<file path="src/rtl/karatsuba_seq_mul_if.sv">
// Handshake and operand/result bundle for karatsuba_seq_mul.
//   start, a, b, signed_mode : request side (master drives)
//   busy, done, product      : status/result side (slave drives)
interface karatsuba_seq_mul_if #(
    parameter int unsigned WIDTH = 64
) ();
    logic                   start;
    logic [WIDTH-1:0]       a;
    logic [WIDTH-1:0]       b;
    logic                   signed_mode;
    logic                   busy;
    logic                   done;
    logic [2*WIDTH-1:0]     product;

    modport master (
        output start, a, b, signed_mode,
        input  busy, done, product
    );

    modport slave (
        input  start, a, b, signed_mode,
        output busy, done, product
    );
endinterface

</file>
<file path="src/rtl/karatsuba_seq_mul.sv">
// Iterative WIDTH x WIDTH -> 2*WIDTH multiplier using one-level Karatsuba.
// The three half-width sub-products (a0*b0, a1*b1, (a1+a0)*(b1+b0)) run in
// sequence on one shared (H+1)-bit shift-add engine, one multiplier bit per cycle.
// Ports:
//   clk, rst_n : clock, asynchronous active-low reset
//   bus.start/a/b/signed_mode : request, sampled only in IDLE
//   bus.busy   : high in every state except IDLE
//   bus.done   : one-cycle pulse, product valid
//   bus.product: result register, held until the next operation completes
module karatsuba_seq_mul #(
    parameter int unsigned WIDTH = 64
) (
    input  logic               clk,
    input  logic               rst_n,
    karatsuba_seq_mul_if.slave bus
);
    localparam int unsigned H   = WIDTH / 2;
    localparam int unsigned HP1 = H + 1;
    localparam int unsigned ZW  = 2 * H + 2;
    localparam int unsigned PW  = 2 * WIDTH;
    localparam int unsigned CW  = $clog2(HP1 + 1);

    typedef enum logic [3:0] {
        S_IDLE, S_PREP, S_MUL_Z0, S_MUL_Z2, S_MUL_Z1,
        S_COMB1, S_COMB2, S_FIX, S_DONE
    } state_t;

    state_t            state_q, state_d;
    logic [WIDTH-1:0]  a_q, a_d, b_q, b_d;
    logic              sm_q, sm_d, neg_q, neg_d;
    logic [HP1-1:0]    sa_q, sa_d, sb_q, sb_d;
    logic [ZW-1:0]     mcand_q, mcand_d;
    logic [HP1-1:0]    mplier_q, mplier_d;
    logic [ZW-1:0]     eng_q, eng_d;
    logic [CW-1:0]     cnt_q, cnt_d;
    logic [ZW-1:0]     z0_q, z0_d, z2_q, z2_d, z1_q, z1_d, m_q, m_d;
    logic [PW-1:0]     acc_q, acc_d, product_q, product_d;
    logic              busy_q, busy_d, done_q, done_d;

    logic [WIDTH-1:0]  a_mag, b_mag;
    logic [ZW-1:0]     eng_sum;
    logic [PW-1:0]     acc_fix;

    // Next-state, datapath and registered-output logic
    always_comb begin
        state_d   = state_q;
        a_d       = a_q;
        b_d       = b_q;
        sm_d      = sm_q;
        neg_d     = neg_q;
        sa_d      = sa_q;
        sb_d      = sb_q;
        mcand_d   = mcand_q;
        mplier_d  = mplier_q;
        eng_d     = eng_q;
        cnt_d     = cnt_q;
        z0_d      = z0_q;
        z2_d      = z2_q;
        z1_d      = z1_q;
        m_d       = m_q;
        acc_d     = acc_q;
        product_d = product_q;

        // Two's-complement magnitude; the most negative value maps to 2^(WIDTH-1)
        a_mag   = (sm_q && a_q[WIDTH-1]) ? (~a_q + WIDTH'(1)) : a_q;
        b_mag   = (sm_q && b_q[WIDTH-1]) ? (~b_q + WIDTH'(1)) : b_q;
        eng_sum = eng_q + (mplier_q[0] ? mcand_q : ZW'(0));
        acc_fix = neg_q ? (~acc_q + PW'(1)) : acc_q;

        case (state_q)
            S_IDLE: begin
                if (bus.start) begin
                    a_d     = bus.a;
                    b_d     = bus.b;
                    sm_d    = bus.signed_mode;
                    state_d = S_PREP;
                end
            end
            S_PREP: begin
                a_d      = a_mag;
                b_d      = b_mag;
                neg_d    = sm_q & (a_q[WIDTH-1] ^ b_q[WIDTH-1]);
                sa_d     = HP1'(a_mag[WIDTH-1:H]) + HP1'(a_mag[H-1:0]);
                sb_d     = HP1'(b_mag[WIDTH-1:H]) + HP1'(b_mag[H-1:0]);
                mcand_d  = ZW'(a_mag[H-1:0]);
                mplier_d = HP1'(b_mag[H-1:0]);
                eng_d    = '0;
                cnt_d    = '0;
                state_d  = S_MUL_Z0;
            end
            S_MUL_Z0, S_MUL_Z2, S_MUL_Z1: begin
                eng_d    = eng_sum;
                mcand_d  = mcand_q << 1;
                mplier_d = mplier_q >> 1;
                cnt_d    = cnt_q + CW'(1);
                // Last multiplier bit: capture the sub-product and preload the next one
                if (cnt_q == CW'(H)) begin
                    cnt_d = '0;
                    eng_d = '0;
                    if (state_q == S_MUL_Z0) begin
                        z0_d     = eng_sum;
                        mcand_d  = ZW'(a_q[WIDTH-1:H]);
                        mplier_d = HP1'(b_q[WIDTH-1:H]);
                        state_d  = S_MUL_Z2;
                    end else if (state_q == S_MUL_Z2) begin
                        z2_d     = eng_sum;
                        mcand_d  = ZW'(sa_q);
                        mplier_d = sb_q;
                        state_d  = S_MUL_Z1;
                    end else begin
                        z1_d     = eng_sum;
                        state_d  = S_COMB1;
                    end
                end
            end
            S_COMB1: begin
                m_d     = z1_q - z2_q - z0_q;
                state_d = S_COMB2;
            end
            S_COMB2: begin
                acc_d   = (PW'(z2_q) << (2 * H)) + (PW'(m_q) << H) + PW'(z0_q);
                state_d = S_FIX;
            end
            S_FIX: begin
                acc_d     = acc_fix;
                product_d = acc_fix;
                state_d   = S_DONE;
            end
            S_DONE:  state_d = S_IDLE;
            default: state_d = S_IDLE;
        endcase

        busy_d = (state_d != S_IDLE);
        done_d = (state_d == S_DONE);
    end

    // State and datapath registers
    always_ff @(posedge clk or negedge rst_n) begin
        if (!rst_n) begin
            state_q   <= S_IDLE;
            a_q       <= '0;
            b_q       <= '0;
            sm_q      <= 1'b0;
            neg_q     <= 1'b0;
            sa_q      <= '0;
            sb_q      <= '0;
            mcand_q   <= '0;
            mplier_q  <= '0;
            eng_q     <= '0;
            cnt_q     <= '0;
            z0_q      <= '0;
            z2_q      <= '0;
            z1_q      <= '0;
            m_q       <= '0;
            acc_q     <= '0;
            product_q <= '0;
            busy_q    <= 1'b0;
            done_q    <= 1'b0;
        end else begin
            state_q   <= state_d;
            a_q       <= a_d;
            b_q       <= b_d;
            sm_q      <= sm_d;
            neg_q     <= neg_d;
            sa_q      <= sa_d;
            sb_q      <= sb_d;
            mcand_q   <= mcand_d;
            mplier_q  <= mplier_d;
            eng_q     <= eng_d;
            cnt_q     <= cnt_d;
            z0_q      <= z0_d;
            z2_q      <= z2_d;
            z1_q      <= z1_d;
            m_q       <= m_d;
            acc_q     <= acc_d;
            product_q <= product_d;
            busy_q    <= busy_d;
            done_q    <= done_d;
        end
    end

    assign bus.busy    = busy_q;
    assign bus.done    = done_q;
    assign bus.product = product_q;
endmodule
</file>
<file path="src/flat_wrapper.sv">
// flat-port wrapper written by rule: the top's interface ports become plain ports
module karatsuba_seq_mul_flat 
#(
    parameter int unsigned WIDTH = 64
)
  (clk, rst_n, bus_start, bus_a, bus_b, bus_signed_mode, bus_busy, bus_done, bus_product);
  karatsuba_seq_mul_if #(.WIDTH(WIDTH)) bus_i ();
  input  logic clk;
  input  logic rst_n;
  input wire logic [$bits(bus_i.start)-1:0] bus_start;
  input wire logic [$bits(bus_i.a)-1:0] bus_a;
  input wire logic [$bits(bus_i.b)-1:0] bus_b;
  input wire logic [$bits(bus_i.signed_mode)-1:0] bus_signed_mode;
  output wire logic [$bits(bus_i.busy)-1:0] bus_busy;
  output wire logic [$bits(bus_i.done)-1:0] bus_done;
  output wire logic [$bits(bus_i.product)-1:0] bus_product;
  assign bus_i.start = bus_start;
  assign bus_i.a = bus_a;
  assign bus_i.b = bus_b;
  assign bus_i.signed_mode = bus_signed_mode;
  assign bus_busy = bus_i.busy;
  assign bus_done = bus_i.done;
  assign bus_product = bus_i.product;
  karatsuba_seq_mul #(.WIDTH(WIDTH)) u_core (.clk(clk), .rst_n(rst_n), .bus(bus_i));
endmodule
</file>
<file path="config.mk">
export PLATFORM = sky130hd
export DESIGN_NAME = karatsuba_seq_mul_flat
export DESIGN_NICKNAME = d
export VERILOG_FILES = /design/src/rtl/karatsuba_seq_mul_if.sv /design/src/rtl/karatsuba_seq_mul.sv /design/src/flat_wrapper.sv
export SDC_FILE = /design/constraint.sdc
export NUM_CORES = 2
export LEC_CHECK = 0
export CORE_ASPECT_RATIO = 0.6
export CORE_MARGIN = 5
export CORE_UTILIZATION = 50
export DETAILED_ROUTE_END_ITERATION = 10
export PLACE_DENSITY = 0.68
export SETUP_SLACK_MARGIN = 0.1
export SYNTH_ARGS = -nofsm -noshare
export SYNTH_HDL_FRONTEND = slang
export SYNTH_SLANG_ARGS = --single-unit
</file>
<file path="constraint.sdc">
create_clock -name clk -period 7.2 [get_ports clk]
set_input_delay 1.44 -clock clk [delete_from_list [all_inputs] [get_ports clk]]
set_output_delay 1.44 -clock clk [all_outputs]
set_load 0.01 [all_outputs]
</file>
==> results.md <==
* Worst hold stages at 2
* RD Place Congestion at roughly 1
* GRT Residual Overflow at 0
* Static leakage power at 31.21 nW
* Mapped Area at 59,520 sq um
* Syn-to-layout area delta at 11.81%
* Root buffer cell: clkbuf_16
* Core Region at between 100,000 and 150,000 sq um
* Vias per cell at 6.276
* Area of the multi-input gates at 34,820 sq um
* Reg2reg path depth at 19
* EDFF count, synth at 0
* Antenna Nets Post-Route at 0
* Setup violators final at 0
* Post-synthesis register bit count at 893
* Startpoint types: flop
* Max VDD drop at 0.1862 mV
* Num CTS Buffers at 93
* DR iter-0 viols at around 6,300
* Layout filler cell count at 10,840
* Outcome: complete, no violations
* Final nets at 7,434
* Final instance area at 66,550 sq um
* Syn Nets at 7,419
* First-pass GRT wire length at 310,400 um
* Post-route clock period utilization at 0.9222
* Final wirelength at 204,800 um
* Clock-pin slew on the worst setup and hold paths at 0.06 ns
* Worst Hold Class: flop to flop
* Clock latency at the later pin of the worst-skew pair at 0.71 ns
* RSZ-0062 raised after global routing: false
* Synth unique cells at 84
* Drt first pass iters at 6
* Final hold violation count at 0
* Clk buf depth at 3
* Detailed-route DRC error count at 0
* GRT Overall Usage at 0.3133
* Syn_area_per_cell at 8.645 sq um
* Average wire per standard cell at 23.87 um
* Async SR Flop Fraction at 1.000
* Die Width at ~460 um
* Worst Skew at 0.02013 ns
* Cell Rows at about 100
* Ys flop type: dfrtp_1
* Hold Path Origin: u_core.mplier_q[7]
* Reg2reg setup slack at roughly 0.56 ns
* Register area at 22,350 sq um
* Kind of critical path: flop to flop
* Initial antenna violation count at 9
* Data required, critical path at a little under 8 ns
* Tmin final at 6.640 ns
* Area after DPL at 63,300 sq um
* Max Transition Viols Final at 0
* H-tree depth at 3
* Initial Utilization at 0.5015
* Fin Setup TNS at 0 ns
* Hold path endpoint: u_core.mplier_q[7]
* Die area at 126,300 sq um
* Post CTS Setup Buffer Count at 0
* CTS sink cnt at 893
* Crit Reg-Reg Endpoint: u_core.sb_q[29]
* Port-buffer cells at 261
* PwrDens at 156.9 nW/um^2
* CP arrival at 7.19 ns
* Vias at 53,860
* Yosys warns at 0
* Sequential-to-total area share from yosys stat at 0.3754
* Slew @ Worst Pin at 1.353 ns
* Post-Syn Instances at 6,885
* Max-cap viol count at 0
* Reg-to-Reg Start: u_core.b_q[15]
* CP endpoint kind: flop
* Io pins at 262
* CTS tree: done
* Fraction of layout cells with a size suffix above 1 at 0.05088
* Slew HR at 0.08981
* Number of global-route vias before repair at 49,060
* Die Height at 277.3 um
* Post-detail-place hpwl at 153,800 um
* Largest net degree at the start of global routing at just over 200
* Peak Freq at 150.6 MHz
* Crit Path Max Fanout at 7
-- kinds of logic after synthesis --
| logic type | Yosys count | share of synthesized area |
|---|---|---|
| AOI/OAI and AO/OA | 2215 | 0.2340 |
| and+or+nand+nor | 2139 | 0.1673 |
| DFF | 893 | 0.3754 |
| buffers and inverters | 656 | 0.04166 |
| xor gates and xnor gates | 510 | 0.07505 |
| adders and majority gates | 402 | 0.09346 |
| muxes | 70 | 0.01308 |
-- critical path, stage by stage (launching register included) --
cell and delay [ns]:
dfrtp_1 0.42, or4_1 0.61, or4_1 0.56, or4_1 0.55, or4_1 0.64, or3_1 0.40, nor3_1 0.20, nor2_1 0.10
xor2_1 0.18, ha_1 0.25, a2111oi_0 0.40, o21ai_0 0.28, a41oi_2 0.36, o21a_1 0.21, o211ai_1 0.24, a21bo_2 0.33
a2111oi_1 0.42, nor2_1 0.11, xnor2_1 0.13, o21ai_0 0.08
-- cells in the final DEF, fill, tap and decap left out, types with 246 or more instances in the layout --
cell / count
dfrtp_1: 892
nor2_1: 333
clkdlybuf4s50_1: 260
ha_1: 331
a21oi_1: 563
nand2_1: 987
xor2_1: 264
inv_1: 248
xnor2_1: 246
o21ai_0: 725
-- sequential cells by signal, summed over array words and instances (netlist names), 4 cells and up --
signal              count
u_core.bus.product    128
u_core.state_q          4
u_core.sb_q            33
u_core.z0_q            66
u_core.b_q             64
u_core.z2_q            66
u_core.mplier_q        33
u_core.eng_q           66
u_core.sa_q            33
u_core.cnt_q            6
u_core.mcand_q         66
u_core.a_q             64
u_core.acc_q          128
u_core.m_q             66
u_core.z1_q            66
-- layout make-up --
class | instances | area share
antenna | 4 | 0.0001504
clock buffer | 136 | 0.04183
clock inverter | 36 | 0.006675
inverter | 250 | 0.01414
multi-input combinational | 5336 | 0.5233
sequential | 893 | 0.3359
tap | 1600 | 0.03008
timing repair buffer | 326 | 0.04798
-- worst max path at each step --
stage / cells past startpoint / slack [ns] / from / endpoint
after global routing: 19 / 0.13 / u_core.b_q[15] / u_core.sb_q[29]
after detailed placement: 19 / 0.66 / u_core.b_q[15] / u_core.sb_q[29]
final: 19 / 0.56 / u_core.b_q[15] / u_core.sb_q[29]
after global placement: 19 / 0.73 / u_core.b_q[15] / u_core.sb_q[29]
after CTS: 19 / 0.58 / u_core.b_q[15] / u_core.sb_q[29]
after floorplan: 20 / 1.53 / u_core.b_q[15] / u_core.sb_q[30]
-- power breakdown --
group,internal (mW),leakage [nW],total (mW),switching (mW)
combinational,0.0703,17.8,0.195,0.124
sequential,5.02,11.8,5.02,0
clock,3.01,1.59,5.23,2.22
total,8.09,31.2,10.4,2.35
-- cell usage after synthesis, types with 15 or more instances --
cell type    n  area, sq um
nand2b_1    43        269.0
nor2_1     340         1276
clkbuf_1   375         1408
buf_1       27        101.4
a31oi_1     41        256.5
xor2_1     264         2312
nand4_1     84        525.5
nand3_1     86        430.4
a221o_1    121         1211
a211oi_1    21        157.7
a21boi_0    17        127.6
or2_2       25        156.4
nor3b_1     15        112.6
or3_1       50        312.8
a22oi_1     42        315.3
nand2_1    992         3724
o221ai_1    17        148.9
mux2_2      62        698.2
o21a_1      43        322.8
a22o_1      84        735.7
o31ai_1     58        435.4
nor3_1     140        700.7
nor4_1      52        325.3
o211ai_1    21        157.7
a21o_1     146         1096
a211o_1     24        210.2
fa_1        71         1421
and2_1     136        850.8
dfrtp_1    893        22350
ha_1       331         4141
xnor2_1    246         2155
nor2b_1     42        262.8
o41ai_1     34        297.8
o21ai_0    725         3628
o22ai_1     89        556.8
or4_1       48        360.4
inv_1      248        930.9
and3_1      45        281.5
o21bai_1    58        435.4
a21oi_1    563         2818
-- per-stage QoR --
stage / std cells / setup WS, ns / hold slack [ns] / util / power (mW)
after floorplan: 6885 / 1.525 / 0.4437 / - / 5.113
after global placement: 8405 / 0.7267 / 0.4582 / 0.5333 / 5.314
after detailed placement: 8405 / 0.6588 / 0.4617 / 0.5333 / 5.313
after CTS: 8577 / 0.5848 / 0.4765 / 0.5605 / 10.53
after global routing: 8580 / 0.1297 / 0.4935 / 0.5606 / 10.74
final: 8581 / 0.5600 / 0.4721 / 0.5607 / 10.44
-- per-layer routing --
metal | routed length, um | vias to the layer above | GRT usage
li1 | - | 24750 | -
met1 | 98500 | 26500 | 0.5044
met2 | 79910 | 2406 | 0.4156
met3 | 22710 | 208 | 0.08442
met4 | 3708 | 0 | 0.05892
met5 | 0 | - | 0
-- repair_timing --
| item | in CTS | in global routing |
|---|---|---|
| hold buffers | 0 | 0 |
| gates resized for setup | 0 | 2 |
| setup endpoints to repair | 0 | 1 |
(Power assumes the default switching activity.)
